==> src/rtl/button_conditioner.sv <==
// Synchronizes, debounces and edge-detects N push buttons; btn_clean follows a stable
// btn_raw after DEBOUNCE_CYCLES+2 edges, with rise/fall pulses registered alongside it.
module button_conditioner #(
  parameter int N_BUTTONS       = 4,
  parameter int DEBOUNCE_CYCLES = 100000
) (
  input  logic                 clk,
  input  logic                 rst,
  input  logic [N_BUTTONS-1:0] btn_raw,
  output logic [N_BUTTONS-1:0] btn_clean,
  output logic [N_BUTTONS-1:0] btn_rise,
  output logic [N_BUTTONS-1:0] btn_fall,
  output logic [N_BUTTONS-1:0] btn_toggle
);

  localparam int CW = $clog2(DEBOUNCE_CYCLES + 1);
  localparam logic [CW-1:0] CNT_LAST = CW'(DEBOUNCE_CYCLES - 1);
  localparam logic [CW-1:0] CNT_ONE  = CW'(1);

  logic [N_BUTTONS-1:0] sync1_q, sync2_q;
  logic [N_BUTTONS-1:0] clean_q, clean_d;
  logic [N_BUTTONS-1:0] rise_q, rise_d;
  logic [N_BUTTONS-1:0] fall_q, fall_d;
  logic [N_BUTTONS-1:0] toggle_q, toggle_d;
  logic [CW-1:0]        cnt_q [N_BUTTONS];
  logic [CW-1:0]        cnt_d [N_BUTTONS];

  always_comb begin
    clean_d  = clean_q;
    rise_d   = '0;
    fall_d   = '0;
    toggle_d = toggle_q;
    for (int i = 0; i < N_BUTTONS; i++) begin
      cnt_d[i] = '0;
      // Any cycle agreeing with the accepted level leaves the count at zero.
      if (sync2_q[i] != clean_q[i]) begin
        if (cnt_q[i] == CNT_LAST) begin
          clean_d[i]  = sync2_q[i];
          rise_d[i]   = sync2_q[i];
          fall_d[i]   = ~sync2_q[i];
          toggle_d[i] = toggle_q[i] ^ sync2_q[i];
        end else begin
          cnt_d[i] = cnt_q[i] + CNT_ONE;
        end
      end
    end
  end

  always_ff @(posedge clk) begin
    if (rst) begin
      sync1_q  <= '0;
      sync2_q  <= '0;
      clean_q  <= '0;
      rise_q   <= '0;
      fall_q   <= '0;
      toggle_q <= '0;
      for (int i = 0; i < N_BUTTONS; i++) cnt_q[i] <= '0;
    end else begin
      sync1_q  <= btn_raw;
      sync2_q  <= sync1_q;
      clean_q  <= clean_d;
      rise_q   <= rise_d;
      fall_q   <= fall_d;
      toggle_q <= toggle_d;
      for (int i = 0; i < N_BUTTONS; i++) cnt_q[i] <= cnt_d[i];
    end
  end

  assign btn_clean  = clean_q;
  assign btn_rise   = rise_q;
  assign btn_fall   = fall_q;
  assign btn_toggle = toggle_q;

endmodule

==> config.mk <==
export PLATFORM = sky130hd
export DESIGN_NAME = button_conditioner
export DESIGN_NICKNAME = d
export VERILOG_FILES = /design/src/rtl/button_conditioner.sv
export SDC_FILE = /design/constraint.sdc
export NUM_CORES = 1
export LEC_CHECK = 0
export ABC_CLOCK_PERIOD_IN_PS = 1810
export CORE_MARGIN = 4
export CORE_UTILIZATION = 53
export CTS_BUF_LIST = sky130_fd_sc_hd__clkbuf_16
export DETAILED_ROUTE_END_ITERATION = 12
export PLACE_DENSITY = 0.75
export SYNTH_ARGS = -nofsm -noshare
export SYNTH_HDL_FRONTEND = slang
export SYNTH_SLANG_ARGS = --single-unit
export TNS_END_PERCENT = 50
==> constraint.sdc <==
create_clock -name clk -period 1.81 [get_ports clk]
set_input_delay 0.181 -clock clk [delete_from_list [all_inputs] [get_ports clk]]
set_output_delay 0.181 -clock clk [all_outputs]
set_load 0.1 [all_outputs]
==> metrics.txt <==
post-CTS sizing=0; cell family with most CP delay=simple AND/OR/NAND/NOR gates; predominant post-synthesis flop cell=dfxtp_1; period utilization=94.29%; # rows=30; TritonCTS clock tree=yes; vias in the first global route=2893; RSZ-0062 raised after global routing=true; min Tclk post-route=1.707 ns; CTS Hold Bufs=0; Slew Viols, Final=0; Seq/Total Area, Yosys=47.50%; Final HPWL DP=5.266 mm; largest net degree at the start of global routing=31; post-layout net count=486; Worst path max stage delay=0.43 ns; Avg Vias per Cell=5.417; Vias=3120; worst-skew pair later-pin latency=0.33 ns; Routed Antenna Nets=0; Final Core Density=67.17%; Startpoint Class=flop; worst-case clock buffer depth=2; first-pass GRT wire length=12.82 mm; chip height=93.54 µm; routed length per placed instance=12.92 µm; Yosys reg bits=92; synth top area cells=dfxtp_1 47%, xnor2_1 7.2%, nor2_1 6.3%; Area Overhead vs Synth=20.30%; mapped cell area=3877 µm²; Hold Path Depth=2; routability cong.=0.8509; initial antenna violation count=0; r2r worst-path depth=4; Unique masters post-synth=36; Final Cell Area=4664 µm²; f_max=0.5860 GHz; placed cells=561; TritonRoute pass-1 iters=4; GRT Total Usage=17.79%; gr ovfl total=0; post-synth top area share=47.50%; power density over the cells=868.5 nW/µm²; Post-DP Area=4334 µm²; synth cell count leaders=92 x dfxtp_1, 65 x nor2_1, 32 x xnor2_1; CP cell instances=or3_1, or3_4, or4_1, a21oi_2; final hold violation count=0; Yosys top cell by area=dfxtp_1; clk root buf=clkbuf_16; Initial Util=55.84%; final wirelength=7.440 mm; Post-synth EDFFs=0; Hold Crit Class=input port to flop; asr flop ratio synth=0%; Max Clock Skew=0.009223 ns; I/O pin cnt=22; Slew @ Worst Pin=0.3835 ns; net count of the mapped netlist=440; clock-pin slew on the worst setup and hold paths=0.06 ns; DRC viols=0; chip width=93.54 µm; Synthesis Warnings=0; Critical Path Fanout Max=5; Buffers & Inverters on Critical Path=0; IO buf count=21; Setup TNS=0 ns; top-count cell post-synth=dfxtp_1; WS Path Type=flop to flop; clk sink count=92; Arr. time, crit path=1.97 ns; Initial DRC Count=132; die area=8749 µm²; CTS H-tree depth=3; synthesized instance count=430; final cell count without fillers=576; Req. time, crit path=2.08 ns; Min Hold Slack=0.4087 ns; Lkg Pwr=1.578 nW; # fillers=554; Post-CTS Setup Inserts=0; Setup violations, final=0; critical path depth=4; relative slew slack=74.07%; critical path's slowest cell=or3_4; VDD IR-drop max=0.0005244 V; layout cells sized above 1=14.17%; status=finished clean; CP endpoint kind=flop; total CTS buffers=9; core area=6944 µm²; maximum capacitance violations=0; Synth Area per Inst=9.017 µm²; antenna cells=0
cells in the final DEF, fill, tap and decap left out, drive strengths merged, types with 6 or more instances in the layout:
master   n
nor2b    9
nand2b   8
clkbuf   9
buf     43
nor4bb   6
nor3    21
or3      7
dfxtp   92
and3    13
o21ai    6
nor2    65
a21oi   12
nand4   26
nand3   24
nand2   17
inv     10
xor2    22
xnor2   32
nor4    14
metal layers:
layer / GRT usage [%] / share of wire (%) / vias to the layer above
met1: 23.07 / 48 / 1428
met2: 29.24 / 47 / 69
li1: - / - / 1611
met5: 0 / 0 / -
met4: 7.702 / 1.4 / 0
met3: 2.896 / 3.6 / 12
stage by stage:
stage / total power [mW] / setup WS [ns]
floorplan: 2.117 / -0.01640
global placement: 2.144 / 0.09552
detailed placement: 2.146 / 0.05650
CTS: 4.087 / 0.05070
global route: 4.176 / -0.01211
finish: 4.051 / 0.1034
state kept, by name, summed over array words and instances, names as in the netlist:
register	cells
sync2_q	4
cnt_q	68
btn_rise	4
btn_fall	4
sync1_q	4
btn_toggle	4
btn_clean	4
where the power goes:
| group | internal, mW | switching, mW |
|---|---|---|
| Sequential | 2.04 | 0.00520 |
| Clock | 1.20 | 0.747 |
| Combinational | 0.0280 | 0.0320 |
logic make-up after synthesis:
logic type	synth area share, %
and+or+nand+nor	32.04
DFF	47.50
xor gates and xnor gates	12.20
AOI/OAI and AO/OA	3.872
buffers and inverters	2.323
adders and majority gates	1.291
muxes	0.7745
cell type report:
cell class / instances / area (µm²) / share of cell area (%)
Clock inverter: 6 / 88.84 / 1.905
Tap cell: 96 / 120.1 / 2.575
Clock buffer: 9 / 225.2 / 4.828
Sequential cell: 92 / 1847 / 39.59
Inverter: 9 / 33.78 / 0.7242
Timing Repair Buffer: 48 / 385.4 / 8.262
Multi-Input combinational cell: 316 / 1964 / 42.11
worst paths after layout:
check | startpoint | end | slack, ns
max | cnt_q[0][8] | btn_toggle[0] | 0.10
min | btn_raw[3] | sync1_q[3] | 0.41
max reg2reg | cnt_q[0][8] | btn_toggle[0] | 0.10
min reg2reg | sync1_q[2] | sync2_q[2] | 0.44
No activity file was read; power rests on OpenSTA's default activity.
==> patch (same settings) <==
Set the parameter `N_BUTTONS` to 16 (it was 4).
--- a/src/rtl/button_conditioner.sv
+++ b/src/rtl/button_conditioner.sv
@@ -3,3 +3,3 @@
 module button_conditioner #(
-  parameter int N_BUTTONS       = 4,
+  parameter int N_BUTTONS       = 16,
   parameter int DEBOUNCE_CYCLES = 100000
Interface: changed (5 resized); port bits go from 22 to 82. The function was not compared with the original's and may differ.
==> patch against the unedited design <==
The flow now finishes with violations (negative setup slack); worst setup slack worse by 0.24 ns; sequential cell count increased by 276; power grew to 4.1 times the old value; global-route usage rose by 1.6 points; final area grew to 4.2 times the old value; area after synthesis grew to 4.1 times the old value; clock power rose to 4.1 times the old value; die area rose to 3.7 times the old value; wire length grew to 4.4 times the old value; critical path type unchanged; largest cell class unchanged; highest routed layer unchanged.
==> patch: results (changes against the unedited design) <==
[outcome]
outcome=complete, but fails checks
failed_checks=negative setup slack

[detailed_routing]
drt_pass1_iterations=5  ; +1
detail_route.vias_per_cell=5.42  ; about the same
drt_iter0_drc=830  ; +530%
vias=13200  ; +320%

[placement]
dp_cells=2358  ; +320%
preCtsSetupSlack_ns=-0.147  ; -0.203 ns
dp.final_hpwl_mm=22.8  ; +330%
portBuffers=81  ; +290%

[clocking]
clk_latency_ns=0.52  ; +0.19 ns
cts_max_path_buffers=3  ; +1
cts_max_level=2  ; -1
numCtsBuffers=39  ; +30

[synth]
netlist_top_cells_count=dfxtp_1 (368), nor2_1 (284), xnor2_1 (142), nand3_1 (112), nand4_1 (88)
syn_inst=1777  ; +310%
synth_cell_type_count=43  ; +19%
yosysSeqAreaShare_pct=46.9  ; -0.61 points
synthTopCellsByArea=dfxtp_1 (47%), xnor2_1 (7.9%), nor2_1 (6.8%), xor2_1 (3.6%), nand3_1 (3.6%)

[power]
p_leak_nw=6.58  ; +320%

[worst_setup_path]
reg2reg_from=cnt_q[1][11]
worstPathArrival_ns=2.40  ; +0.43 ns
critPathMaxStageDelay_ns=0.55  ; +0.12 ns
cpMaxStageDelayCell=or4_4

[timing]
setup_tns_ns=-1.83  ; -1.83 ns
setup_viol=20  ; +20
tightestPinTransition_ns=0.822  ; +0.438 ns
finalWorstSetupSlack_ns=-0.132  ; -0.236 ns

[finish]
drive_above_1_share_pct=17.5  ; +3.4 points
fillCellCount=2294  ; +310%

[global_routing]
grt_pass1_vias=12400  ; +330%
grt_pass1_wl_mm=56.4  ; +340%

==> patch: cells by family after synthesis <==
| group | count (synthesis) | share of synthesized area [%] |
|---|---|---|
| adder cells (fa/ha/maj) | 16 | 1.27 |
| AO/OA/AOI/OAI | 109 | 3.95 |
| buffers and inverters | 96 | 2.35 |
| flip-flops | 368 | 46.9 |
| XOR/XNOR | 207 | 11.5 |
| AND/OR/NAND/NOR | 969 | 33.2 |
| multiplexers | 12 | 0.788 |
==> patch: path summary, 6_finish.rpt <==
kind         cells after the start  slack (ns)            end
min reg2reg                      1        0.43   cnt_q[0][34]
max                              4       -0.13  btn_toggle[8]
max reg2reg                      4       -0.13  btn_toggle[8]
min                              2        0.14     sync1_q[2]
==> patch: where the power goes <==
| group | internal, W | switching (W) | leakage (nW) | total [W] |
|---|---|---|---|---|
| Combinational | 0.000110 | 0.000136 | 2.92 | 0.000246 |
| Sequential | 0.00814 | 0.0000228 | 2.98 | 0.00817 |
| Clock | 0.00495 | 0.00313 | 0.672 | 0.00808 |
==> patch: layout make-up <==
cell class,instances,area (sq um),area share (%)
Multi-Input combinational cell,1314,8190,41.9
Sequential cell,368,7390,37.9
Timing Repair Buffer,247,1960,10.1
Clock buffer,41,1030,5.26
Tap cell,384,480,2.46
Clock inverter,29,290,1.49
Inverter,49,184,0.942
==> patch: repair_timing <==
item	4_1_cts	5_1_grt
setup endpoints to repair	46	82
pin swaps	12	4
hold buffers	0	0
gates resized for setup	11	40
setup buffers	1	1
gates cloned	0	2
==> patch: metal layers <==
| layer | vias to the layer above | wire length, um | track usage [%] |
|---|---|---|---|
| met3 | 55 | 1430 | 3.55 |
| met1 | 6125 | 15500 | 26.0 |
| li1 | 6762 | - | - |
| met5 | - | 0 | 0 |
| met4 | 0 | 619 | 4.84 |
| met2 | 240 | 15200 | 32.6 |
